File: src/rtl/multiplicador_secuencial.sv
// ---------------------------------------------------------------------------
// multiplicador_secuencial
//
// Sequential shift-and-add unsigned multiplier for the calculator datapath.
// It is the companion of the restoring divider and follows the same
// START/DONE handshake. A request is accepted in S_IDLE. The product is
// built one multiplier bit at a time. Completion is flagged by a
// Moore-decoded DONE.
//
// Ports:
//   CLK    clock, all state changes on the rising edge
//   RST    asynchronous, active-high reset
//   START  level request, only looked at while idle
//   A      multiplicand (W bits, unsigned), captured on the load edge
//   B      multiplier   (W bits, unsigned), captured on the load edge
//   PP     2W-bit product / accumulator, stable from DONE until next load
//   DONE   high exactly while in S_END
//   BUSY   high while in S_CHECK, S_ADD or S_SHIFT
// ---------------------------------------------------------------------------
module multiplicador_secuencial #(
   parameter int W = 8
) (
   input  logic             CLK,
   input  logic             RST,
   input  logic             START,
   input  logic [W-1:0]     A,
   input  logic [W-1:0]     B,
   output logic [2*W-1:0]   PP,
   output logic             DONE,
   output logic             BUSY
);

   localparam logic [2:0] S_IDLE  = 3'd0;
   localparam logic [2:0] S_CHECK = 3'd1;
   localparam logic [2:0] S_ADD   = 3'd2;
   localparam logic [2:0] S_SHIFT = 3'd3;
   localparam logic [2:0] S_END   = 3'd4;

   logic [2:0]     state;
   logic [2*W-1:0] md;
   logic [W-1:0]   mr;

   // Control FSM and datapath registers in one block. The multiplicand is
   // zero-extended to 2W bits so it can be shifted left without losing bits.
   // The multiplier shifts right, so testing mr[0] walks through B from the
   // LSB upward. The loop stops as soon as no set bits remain, which makes
   // the latency depend on the position of B's highest set bit rather than
   // on W. The add cannot overflow because the running sum never exceeds
   // A*B, and A*B fits in 2W bits. S_END waits for START to drop, so a held
   // request cannot start a second multiplication.
   always_ff @(posedge CLK or posedge RST) begin
      if (RST) begin
         state <= S_IDLE;
         PP    <= '0;
         md    <= '0;
         mr    <= '0;
      end else begin
         case (state)
            S_IDLE: begin
               if (START) begin
                  md    <= {{W{1'b0}}, A};
                  mr    <= B;
                  PP    <= '0;
                  state <= S_CHECK;
               end
            end
            S_CHECK: begin
               if (mr == '0)
                  state <= S_END;
               else if (mr[0])
                  state <= S_ADD;
               else
                  state <= S_SHIFT;
            end
            S_ADD: begin
               PP    <= PP + md;
               state <= S_SHIFT;
            end
            S_SHIFT: begin
               md    <= md << 1;
               mr    <= mr >> 1;
               state <= S_CHECK;
            end
            S_END: begin
               if (!START)
                  state <= S_IDLE;
            end
            default: state <= S_IDLE;
         endcase
      end
   end

   // Status flags decode from the state register alone. This keeps them
   // glitch-free with respect to the inputs, and it drives both flags low
   // for any unused encoding.
   assign DONE = (state == S_END);
   assign BUSY = (state == S_CHECK) || (state == S_ADD) || (state == S_SHIFT);

endmodule

File: config.mk
export PLATFORM = sky130hd
export DESIGN_NAME = multiplicador_secuencial
export DESIGN_NICKNAME = d
export VERILOG_FILES = /design/src/rtl/multiplicador_secuencial.sv
export SDC_FILE = /design/constraint.sdc
export NUM_CORES = 1
export LEC_CHECK = 0
export CAP_MARGIN = 20
export CORE_MARGIN = 5
export CORE_UTILIZATION = 54
export DETAILED_ROUTE_END_ITERATION = 16
export GPL_TIMING_DRIVEN = 0
export MAX_ROUTING_LAYER = met4
export PLACE_DENSITY = 0.84
export SETUP_SLACK_MARGIN = 0.5
export SLEW_MARGIN = 25
export SYNTH_ARGS = -nofsm -noshare
export SYNTH_HDL_FRONTEND = slang
export SYNTH_SLANG_ARGS = --single-unit
File: constraint.sdc
create_clock -name CLK -period 2.7 [get_ports CLK]
set_input_delay 0.54 -clock CLK [delete_from_list [all_inputs] [get_ports CLK]]
set_output_delay 0.54 -clock CLK [all_outputs]
set_load 0.05 [all_outputs]
==> out/results.txt <==
outcome: completed
fin crit share: 0.7981
CP max FO: 3
Slew Viols, Final: 0
WL/cell: 16.36 microns
clk_lat worst skew: 0.31 ns
DIE WIDTH: 77.46 microns
die area: 6000 sq um
share of the synthesized area in the top cell type: 0.4379
core area: 4384 sq um
share of layout cells above drive strength 1: 0.1079
async set-reset flop share out of synthesis: 1.000
Crit. End Element: register
Slew @ Worst Pin: 0.6076 ns
Buffers on Ports: 36
WP data arrival: 2.35 ns
Final Critical Period: 2.155 ns
maximum VDD drop: 0.8067 mV
TritonRoute pass-1 iters: 6
HP Class: reg -> reg
setup tns final: 0 ns
Area Growth Syn to Fin: 25.56%
Post-Place Worst Slack: 0.1859 ns
Initial Util: 0.5605
Max transition margin: 0.5934
CP Class: reg -> reg
vias in the first global route: 2,112
synthesized area: 2457 sq um
YS warnings: 0
register area share after synthesis: 0.4379
n_diodes: 0
Setup-failing EPs final: 0
clock tree buffer depth: 2
max cap viols: 0
Worst EP required: 2.89 ns
synthesized net count: 302
unrepaired setup endpoints after global routing: yes
antenna violations before repair: 0
cell taking the most area after synthesis: dfrtp_1
Syn Area/Cell: 9.204 sq um
DR DRC count: 0
first-pass GRT wire length: 9.770 mm
final hold violations: 0
fin nets: 349
top post-synthesis cells by area: dfrtp_1 (44%), ha_1 (7.6%), nor2_1 (6.1%)
placed insts: 356
total CTS buffers: 5
Rows: 24
Syn Inst Count: 267
Main synth FF type: dfrtp_1
post-route total power: 4.353 mW
DRT Wirelength: 6.005 mm
Overall Global Routing Usage: 0.2069
die height: 77.46 microns
clock skew: 0.01853 ns
dpl hpwl: 4.258 mm
Netlist cell types: 47
final design utilization: 0.7038
final worst slack: 0.5451 ns
Non-Filler Instances: 367
Clock Root Buffer: clkbuf_8
Max Freq: 464.1 MHz
# clock sinks: 43
GR Overflow Total: 0
I/O pins: 37
Leakage: 1.315 nW
largest net degree at the start of global routing: 25
PD cells: 1411 nW/um^2
FF+latch count, synth: 43
clock slew seen by the registers of the worst setup and hold paths: 0.09 ns
routability cong.: 0.8926
vias: 2,221
Post-synth EDFFs: 0
htree depth: 2
Initial DRC Count: 112
critical path startpoint category: register
antenna-violating nets left: 0
routed via count divided by cell count: 6.052
CTS tree: built
-- metal layers --
metal  GRT usage  wire (microns)  vias to the layer above
li1            -               -                     1068
met1      0.2530            2591                     1054
met2      0.3291            2858                       78
met3     0.04977             368                       21
met4     0.08419             187                        0
met5           -               0                        -
-- Yosys cell counts, types with 2 or more instances --
library cell	number
nand2_1	24
dfrtp_1	43
inv_1	6
clkbuf_1	10
nand3_1	6
o21ai_0	4
nor2_1	40
o22ai_1	14
nand4_1	5
a22o_1	12
a21o_1	4
a31oi_1	2
a21oi_1	15
xor2_1	5
ha_1	15
o21a_1	2
xnor2_1	5
nor3_1	3
or3_1	2
nor4_1	2
nor3b_1	5
nor2b_1	3
nand2b_1	3
a211oi_1	3
mux2i_1	2
o21ai_1	11
-- cell usage in the layout, fill, tap and decap left out, types with 3 or more instances in the layout --
cell,instances
a21oi_1,13
ha_1,13
xor2_1,5
clkdlybuf4s50_1,34
nor3b_1,5
xnor2_1,5
nand2b_1,3
nand2_1,24
nor2_1,40
nand3_1,6
buf_4,4
o22ai_1,14
inv_1,5
o21ai_1,11
clkbuf_8,6
clkbuf_1,10
a21o_1,4
a211oi_1,3
dfrtp_2,6
dfrtp_1,37
nand4_1,5
a22o_1,12
o21ai_0,4
-- critical path, cell delays in order, from the launching register on --
cell and delay [ns]:
dfrtp_2 0.39, ha_1 0.20, inv_1 0.07, fa_1 0.41, nor2b_2 0.18, o2111ai_2 0.16
a21oi_2 0.23, a2111oi_4 0.08, o41ai_1 0.32
-- through the flow --
stage	area, sq um	hold slack, ns
2_1_floorplan	2465	0.4889
6_report	3085	0.5313
5_1_grt	3085	0.5521
3_3_place_gp	2890	0.4986
4_1_cts	3032	0.5324
3_5_place_dp	2918	0.5115
-- registers in the layout, summed over array words and instances, names as in the netlist --
register,count
mr,8
md,16
state,3
PP,16
-- cells by family (layout without fill, tap and decap cells) --
kind of cell,Yosys count,in the layout,synth area share
AND/OR/NAND/NOR,100,100,0.1889
XOR/XNOR,10,10,0.03564
adder cells (fa/ha/maj),16,16,0.08452
buffers and inverters,19,67,0.03106
flip-flops,43,43,0.4379
multiplexers,2,2,0.008147
AO/OA/AOI/OAI,77,77,0.2138
-- power breakdown --
| group | switching [mW] | total (mW) | internal [mW] |
|---|---|---|---|
| clock network | 0.223 | 0.430 | 0.207 |
| logic | 1.62 | 2.72 | 1.10 |
| registers | 0.270 | 1.20 | 0.932 |
-- path summary, 6_finish.rpt --
check,from,slack (ns),endpoint,depth (start not counted)
setup / recovery,PP[0],0.55,PP[14],8
hold / removal,PP[10],0.53,PP[10],2
setup reg to reg,PP[0],0.55,PP[14],8
hold reg to reg,PP[10],0.53,PP[10],2
max in group asynchronous,RST,1.64,PP[3],3
min in group asynchronous,RST,0.56,md[8],2
-- area by class of cell --
type	count	area, sq um
plain buffers	13	55.05
clock buffers	7	86.33
clock inverters	1	5.005
well taps	52	65.06
fillers	334	1299
flip-flops and latches	43	1084
inverters	6	22.52
multi-input cells	205	1364
repair buffers	40	404.1
-- repair_timing --
item                       4_1_cts  5_1_grt
setup endpoints to repair        6       12
hold buffers                     0        0
setup buffers                    1        2
resized for setup                5        9
pin swaps                        1        2
(Power assumes the default switching activity.)
